$ cat src/rtl/adc_spi_responder_pkg.sv
// Shared definitions for the ADC SPI responder: default frame geometry and FSM states.
package adc_spi_responder_pkg;

  localparam int DEF_DATA_W     = 12;
  localparam int DEF_LEAD_Z     = 4;
  localparam int DEF_FRAME_BITS = 16;

  typedef enum logic [1:0] {
    IDLE,
    SHIFT,
    WAIT_CS
  } state_t;

endpackage

$ cat src/rtl/adc_spi_responder_sync_edge.sv
// Two-flop synchronizer with a third register for edge detection on an asynchronous input.
module sync_edge #(
  parameter logic RESET_VAL = 1'b1
) (
  input  logic clk,
  input  logic reset,
  input  logic din,
  output logic rise,
  output logic fall
);
  logic       s1, s2, s3;
  logic [1:0] settle;
  logic       seen_high;

  // Edges are only trusted once the chain holds real pin samples, and a fall
  // only counts after the line was seen high, so a line already low at reset
  // release cannot fake an edge.
  always_ff @(posedge clk or posedge reset) begin
    if (reset) begin
      s1        <= RESET_VAL;
      s2        <= RESET_VAL;
      s3        <= RESET_VAL;
      settle    <= '0;
      seen_high <= 1'b0;
    end else begin
      s1     <= din;
      s2     <= s1;
      s3     <= s2;
      settle <= {settle[0], 1'b1};
      if (settle[1] && s2) seen_high <= 1'b1;
    end
  end

  assign rise = settle[1] & s2 & ~s3;
  assign fall = seen_high & ~s2 & s3;

endmodule

$ cat src/rtl/adc_spi_responder.sv
// SPI slave that serves one {leading zeros, sample} frame per chip-select, from a
// single-entry holding register or an internal ramp.
module adc_spi_responder
  import adc_spi_responder_pkg::*;
#(
  parameter int DATA_W     = DEF_DATA_W,
  parameter int LEAD_Z     = DEF_LEAD_Z,
  parameter int FRAME_BITS = DEF_FRAME_BITS
) (
  input  logic              clk,
  input  logic              reset,
  input  logic              adc_cs,
  input  logic              adc_clk,
  output logic              adc_so,
  input  logic [DATA_W-1:0] sample_data,
  input  logic              sample_valid,
  output logic              sample_ready,
  input  logic              pattern_en,
  output logic              frame_done,
  output logic              frame_err,
  output logic              underrun,
  output logic [15:0]       frame_cnt
);
  localparam int IDX_W = $clog2(FRAME_BITS);
  localparam logic [IDX_W-1:0] LAST_IDX = IDX_W'(FRAME_BITS - 1);

  logic cs_rise, cs_fall, sclk_rise, sclk_fall;

  sync_edge #(.RESET_VAL(1'b1)) u_cs_sync (
    .clk, .reset, .din(adc_cs), .rise(cs_rise), .fall(cs_fall)
  );

  sync_edge #(.RESET_VAL(1'b1)) u_sclk_sync (
    .clk, .reset, .din(adc_clk), .rise(sclk_rise), .fall(sclk_fall)
  );

  state_t                state, state_n;
  logic                  start, finish, abort;
  logic [IDX_W-1:0]      bit_idx;
  logic [FRAME_BITS-2:0] shreg;
  logic [DATA_W-1:0]     hold_data, last_data, ramp, served;
  logic                  hold_full, take, starve;
  logic [FRAME_BITS-1:0] frame_word;

  always_ff @(posedge clk or posedge reset) begin
    if (reset) state <= IDLE;
    else       state <= state_n;
  end

  // NOTE: every output of a combinational block gets a default first; a path
  // that leaves one unassigned infers a latch.
  always_comb begin
    state_n = state;
    start   = 1'b0;
    finish  = 1'b0;
    abort   = 1'b0;
    unique case (state)
      IDLE: if (cs_fall) begin
        start   = 1'b1;
        state_n = SHIFT;
      end
      SHIFT: if (cs_rise) begin
        abort   = 1'b1;
        state_n = IDLE;
      end else if (sclk_rise && bit_idx == LAST_IDX) begin
        finish  = 1'b1;
        state_n = WAIT_CS;
      end
      WAIT_CS: if (cs_rise) state_n = IDLE;
      default: state_n = IDLE;
    endcase
  end

  // Source selection for the frame about to start; uses the holding content as
  // it stands before any handshake in the same cycle.
  always_comb begin
    served = last_data;
    take   = 1'b0;
    starve = 1'b0;
    if (pattern_en) begin
      served = ramp;
    end else if (hold_full) begin
      served = hold_data;
      take   = 1'b1;
    end else begin
      starve = 1'b1;
    end
  end

  assign frame_word   = {{LEAD_Z{1'b0}}, served};
  assign sample_ready = ~hold_full;

  // NOTE: sequential state uses non-blocking assignments so every register
  // samples the pre-edge values regardless of statement order.
  always_ff @(posedge clk or posedge reset) begin
    if (reset) begin
      adc_so     <= 1'b0;
      shreg      <= '0;
      bit_idx    <= '0;
      hold_data  <= '0;
      hold_full  <= 1'b0;
      last_data  <= '0;
      ramp       <= '0;
      frame_cnt  <= '0;
      frame_done <= 1'b0;
      frame_err  <= 1'b0;
      underrun   <= 1'b0;
    end else begin
      frame_done <= finish;
      frame_err  <= abort;
      underrun   <= start & starve;

      if (start) begin
        adc_so  <= frame_word[FRAME_BITS-1];
        shreg   <= frame_word[FRAME_BITS-2:0];
        bit_idx <= '0;
        if (take) last_data <= hold_data;
      end else if (state_n != SHIFT) begin
        adc_so <= 1'b0;
      end else if (sclk_fall) begin
        adc_so <= shreg[FRAME_BITS-2];
        shreg  <= {shreg[FRAME_BITS-3:0], 1'b0};
      end

      if (state == SHIFT && sclk_rise) bit_idx <= bit_idx + 1'b1;

      if (finish) begin
        frame_cnt <= frame_cnt + 16'd1;
        ramp      <= ramp + 1'b1;
      end

      // The register is never full and taken in the same cycle, since a
      // handshake needs it empty.
      if (sample_valid && !hold_full) begin
        hold_data <= sample_data;
        hold_full <= 1'b1;
      end else if (start && take) begin
        hold_full <= 1'b0;
      end
    end
  end

endmodule

$ cat config.mk
export PLATFORM = sky130hd
export DESIGN_NAME = adc_spi_responder
export DESIGN_NICKNAME = d
export VERILOG_FILES = /design/src/rtl/adc_spi_responder_pkg.sv /design/src/rtl/adc_spi_responder_sync_edge.sv /design/src/rtl/adc_spi_responder.sv
export SDC_FILE = /design/constraint.sdc
export NUM_CORES = 1
export LEC_CHECK = 0
export BUFFER_PORTS_ARGS = -buffer_cell sky130_fd_sc_hd__buf_2
export CORE_MARGIN = 1
export CORE_UTILIZATION = 43
export DETAILED_ROUTE_END_ITERATION = 8
export PLACE_DENSITY = 0.6
export SLEW_MARGIN = 0
export SYNTH_ARGS = -nofsm -noshare
export SYNTH_HDL_FRONTEND = slang
export SYNTH_SLANG_ARGS = --single-unit
$ cat constraint.sdc
create_clock -name clk -period 3.13 [get_ports clk]
set_input_delay 0.4695 -clock clk [delete_from_list [all_inputs] [get_ports clk]]
set_output_delay 0.4695 -clock clk [all_outputs]
set_load 0.005 [all_outputs]
=== After elaboration in Yosys (flattened, before gate mapping) ===
Index checks and enable logic that the tools add are counted.

* Register bits: 90
* Bits of input ports: 18
* Output and inout port bits: 21
* Logic and storage cells: 86

* $add $sub $neg: 3
* Equality and inequality tests: 5
* Multiplexer cells: 28
* Bitwise gates (word level): 14
* Reduce and logical (&&, ||, !) cells: 14

{| class="wikitable"
|+ Operators with widths
! operator !! count
|-
| 15-bit two-way mux || 3
|-
| 12-bit two-way mux || 2
|-
| 16-bit by 1-bit adder with 16-bit output, second input constant || 1
|-
| 1-bit two-way mux || 16
|-
| 12-bit by 1-bit adder with 12-bit output, second input constant || 1
|-
| 1-bit AND || 9
|-
| 2-bit two-way mux || 4
|-
| 4-bit two-way mux || 2
|-
| 1-bit logical AND || 6
|-
| 2-bit case mux with 3 select lines || 1
|-
| 2-bit nonzero test || 3
|-
| 1-bit NOT || 5
|-
| 4-bit by 1-bit adder with 4-bit output, second input constant || 1
|-
| 4-bit equality test, second input constant || 1
|-
| 2-bit AND reduction || 2
|-
| 3-bit nonzero test || 1
|-
| 2-bit by 1-bit equality test with 1-bit output, second input constant || 1
|-
| 2-bit equality test, second input constant || 1
|-
| 2-bit logical NOT || 1
|-
| 2-bit by 1-bit != test with 1-bit output, second input constant || 1
|-
| 2-bit != test, second input constant || 1
|-
| 1-bit logical NOT || 1
|}

=== Depth between registers and ports, before layout ===
* Word-level depth: 9
* Gate-level depth with buffers: 7
* Depth with buffers taken out: 5

=== Modules after synthesis ===
A second synthesis with hierarchy kept.

* Cell total of the unflattened synthesis: 315
* Area total of the unflattened synthesis: 3932.5 µm²

{| class="wikitable"
|+ Modules (own cells, without submodules)
! module !! instances !! cells each !! area an instance (µm²) !! sequential area each (µm²)
|-
| adc_spi_responder || 1 || 293 || 3554.7 || 1951.9
|-
| sync_edge || 2 || 11 || 188.9 || 153.9
|}

=== Least setup slack after synthesis ===
OpenSTA, ideal clock, no wires.

* Path type: register to register
* Start point: register u_cs_sync.s3
* End point: register last_data[0]
* Library setup time: 125 ps
* Arrival time: 1589 ps
* Required time: 3005 ps
* Slack: 1416 ps
* Cell stages (with the launch flop): 7
* Path buffers: 2
* Period minus slack after synthesis: 1714 ps
* Cell sequence: dfstp_2 > nor2b_2 > nand3_1 > or3_1 > buf_2 > buf_6 > mux2_4

* Cells in the longest elaborated chain, start to end: 4

{| class="wikitable"
|+ RTL lines
! element !! line !! text
|-
| start: declaration || adc_spi_responder_sync_edge.sv:11 || <nowiki>logic s1, s2, s3;</nowiki>
|-
| start signal: assignment || adc_spi_responder_sync_edge.sv:22 || <nowiki>s3 <= RESET_VAL;</nowiki>
|-
| start signal: assignment || adc_spi_responder_sync_edge.sv:28 || <nowiki>s3 <= s2;</nowiki>
|-
| 1-bit AND || adc_spi_responder_sync_edge.sv:35 || <nowiki>assign fall = seen_high & ~s2 & s3;</nowiki>
|-
| 1-bit two-way mux || adc_spi_responder.sv:58 || <nowiki>IDLE: if (cs_fall) begin</nowiki>
|-
| 1-bit two-way mux || adc_spi_responder.sv:57 || <nowiki>unique case (state)</nowiki>
|-
| 2-bit AND reduction (no line) || - ||
|-
| end signal: assignment || adc_spi_responder.sv:117 || <nowiki>if (take) last_data <= hold_data;</nowiki>
|-
| end: declaration || adc_spi_responder.sv:41 || <nowiki>logic [DATA_W-1:0] hold_data, last_data, ramp, served;</nowiki>
|}

No other way between the ends.
A chain may end at the register's enable or synchronous reset.

=== Worst setup path in the final report ===
* Start point: register hold_full
* End point: register last_data[1]

* Cells in the longest elaborated chain, start to end: 3

{| class="wikitable"
|+ RTL lines
! element !! line !! text
|-
| start: declaration || adc_spi_responder.sv:42 || <nowiki>logic hold_full, take, starve;</nowiki>
|-
| start signal: assignment || adc_spi_responder.sv:101 || <nowiki>hold_full <= 1'b0;</nowiki>
|-
| start signal: assignment || adc_spi_responder.sv:136 || <nowiki>hold_full <= 1'b1;</nowiki>
|-
| start signal: assignment || adc_spi_responder.sv:138 || <nowiki>hold_full <= 1'b0;</nowiki>
|-
| 1-bit two-way mux || adc_spi_responder.sv:82 || <nowiki>end else if (hold_full) begin</nowiki>
|-
| 1-bit two-way mux || adc_spi_responder.sv:80 || <nowiki>if (pattern_en) begin</nowiki>
|-
| 2-bit AND reduction (no line) || - ||
|}

No other way between the ends.

==> parameters.txt <==
Parameter                              Value

Detailed routing
  Pre-antenna DRT Iters ... 4
  Violation count after the first detailed-route iteration ... 81
  DRC violation count after routing ... 0
  Vias ... 2492
  Detailed-route vias per instance ... 5.22
  Final routed wirelength across all metal layers ... 6.93 mm
  Final ANT Viol Nets ... 0
  Routed len/inst ... 14.5 µm

Critical path
  Largest stage delay on the critical path ... 0.72 ns
  Type of the worst setup path ... reg2reg
  Kind of start point of the critical path ... register
  Family of cells with the greatest summed delay on the critical path ... flip-flops
  Slowest cell on crit path ... sky130_fd_sc_hd__dfrtp_1
  Biggest fanout along the worst timing path ... 16
  Data arrival time of the critical path ... 2.33 ns
  CP required ... 3.37 ns
  Crit path capture type ... register
  Cells along the critical path ... inv_1 > or3_1 > mux2_4
  Critical path buffers and inverters ... 1

Layout
  Total area of multi-input combinational cells ... 1600 µm²
  Share of cells above drive strength 1 ... 29.0%
  Most frequent standard cell in the layout excluding fill and tap cells ... sky130_fd_sc_hd__dfrtp_1
  Signed area change from the synthesized netlist to the final layout ... 11.6%
  Ant diodes ... 0
  Register area ... 2210 µm²
  Fillcell total ... 795
  Post-layout nets ... 385
  Most frequent cells in the layout ... 82 x sky130_fd_sc_hd__dfrtp_1, 38 x sky130_fd_sc_hd__buf_2, 35 x sky130_fd_sc_hd__nand2_1
  Post-route insts no fill ... 477

Power and ir drop
  Total power of the final layout ... 0.00285 W
  Max rail drop VDD ... 0.237 mV
  Power density over cell area ... 651 nW/µm²
  Reported leakage power ... 2.01 nW

Placed design
  IO Port Bufs ... 38
  Final weighted congestion in routability-driven placement ... 0.801
  Placed cell count ... 461
  Final HPWL from detailed placement ... 4.72 mm

STA
  Slew Limit Fails ... 0
  Maximum achievable frequency ... 478 MHz
  Total setup violations reported at the end of the flow ... 0
  Unrepaired setup endpoints after global routing ... false
  Relative slew slack ... 49.4%
  Setup skew after layout ... 0.00940 ns
  Worst Hold Slack ... 0.193 ns
  Total negative setup slack ... 0 ns
  Measured slew at the worst slew-check pin ... 0.759 ns
  Ratio of final minimum period to clock period ... 66.8%
  Hold Vio Cnt, Final ... 0
  Period minus WS final ... 2.09 ns

Floorplanning
  # rows ... 34
  Placeable core region ... 8760 µm²
  Die outline area ... 9500 µm²
  Initial Utilization ... 44.7%
  Top-level I/O count ... 39
  Floorplan die width ... 97.5 µm
  Die height ... 97.5 µm

Yosys
  Proportion of netlist area held by the largest area contributor ... 52.3%
  Count of flip-flops with a built-in enable after synthesis ... 0
  Syn Area/Cell ... 12.0 µm²
  Netlist Area Pre-Place ... 3920 µm²
  Synthesis warning total ... 0
  Synth cell types ... 37
  Count of mapped cells out of synthesis ... 327
  Number of nets in the synthesized netlist ... 348
  Cell accounting for the most synthesized area ... sky130_fd_sc_hd__dfrtp_1
  Post-synthesis sequential element count ... 88
  Register area share after synthesis ... 56.4%
  Top cells by area in the synthesized netlist ... sky130_fd_sc_hd__dfrtp_1 52%, sky130_fd_sc_hd__mux2_2 8.3%, sky130_fd_sc_hd__xnor2_1 5.4%
  Leading register cell type out of synthesis ... sky130_fd_sc_hd__dfrtp_1
  Fraction of registers with async set or reset after synthesis ... 100%

Clock tree
  Buffer cell driving the clock tree root ... sky130_fd_sc_hd__clkbuf_8
  Number of post-CTS setup repair buffers ... 0
  Worst-path clk slew ... 0.08 ns
  CTS Sinks ... 88
  Hold buffer count at cts ... 0
  Number of buffers on the longest clock path ... 2
  Num CTS Buffers ... 9
  H-tree depth ... 3
  # resized after CTS ... 0
  Clock tree from TritonCTS ... yes
  Clock network latency to the later pin of the worst-skew pair ... 0.35 ns

Global route
  Number of antenna violations at the first check in global routing ... 0
  Remaining global-route overflow ... 0
  Vias in the first global route ... 2513
  Largest net degree at the start of global routing ... 42
  GRT Overall Usage ... 16.4%
  Global-route wire length before repair ... 12.4 mm

Run status
  Result of the run ... completed

Hold path
  Type of the most critical hold path ... in2async

Job
  Max-Cap Viols ... 0
where the power goes:
part           switching, W  leakage (nW)  internal, W
combinational      0.000217         0.796     0.000326
clock              0.000381        0.0927     0.000354
sequential         0.000169          1.12      0.00140
total              0.000767          2.01      0.00208
flip-flops by register name, indices dropped and copies added (netlist names), 2 cells and up:
| name | flops |
|---|---|
| shreg | 15 |
| bit_idx | 4 |
| ramp | 12 |
| frame_cnt | 16 |
| hold_data | 12 |
| state | 2 |
| last_data | 12 |
stage by stage:
step / setup WS (ns) / utilization, % / cell area (µm²)
after floorplan: 0.392 / - / 3920
after global placement: 1.13 / 47.8 / 4190
after detailed placement: 1.04 / 47.8 / 4190
after CTS: 1.04 / 49.9 / 4370
after global routing: 0.910 / 49.9 / 4370
final: 1.04 / 49.9 / 4370
synth_stat cells, drive strengths merged (2+ instances only):
library cell / count
nand2: 35
nand2b: 3
o21ai: 4
dfstp: 6
nor2b: 2
nand4: 15
clkbuf: 5
and3: 6
a21oi: 7
xor2: 2
o211ai: 10
nor3: 5
buf: 13
mux2: 38
ha: 3
or3: 3
nor2: 15
xnor2: 24
nand3: 23
dfrtp: 82
nand3b: 2
mux2i: 14
inv: 2
cell type report:
cell class / instances / area share, %
flip-flops and latches: 88 / 50.5
multi-input cells: 219 / 36.6
repair buffers: 44 / 5.38
clock buffers: 14 / 3.95
well taps: 108 / 3.09
clock inverters: 2 / 0.286
inverters: 2 / 0.200
worst paths after layout:
check,startpoint,endpoint,slack [ns],depth (start not counted)
worst min-delay path,reset,frame_cnt[8],0.19,2
worst max register to register,hold_full,last_data[1],1.04,3
worst max-delay path,hold_full,last_data[1],1.04,3
max in group asynchronous,reset,u_cs_sync.s3,2.13,3
min in group clk,adc_cs,u_cs_sync.s1,0.21,1
worst min register to register,u_sclk_sync.settle[0],u_cs_sync.settle[1],0.36,0
cells by family (layout without fill, tap and decap cells):
family	Yosys count	after routing	share of synthesized area, %
buf+inv	20	62	2.81
flops	88	88	56.4
fa+ha+maj	3	3	0.958
xor+xnor	26	26	5.81
compound gates	25	25	4.12
simple gates	112	112	14.5
mux	52	52	15.4
other cells	1	1	0.0957
routing by layer:
metal	track usage, %	share of wire [%]	up-vias
met5	0	0	-
met4	8.14	1.7	0
met3	2.95	2.5	9
met2	24.5	45	28
met1	23.0	51	1238
li1	-	-	1217
Power figures use the tool's default switching activity.
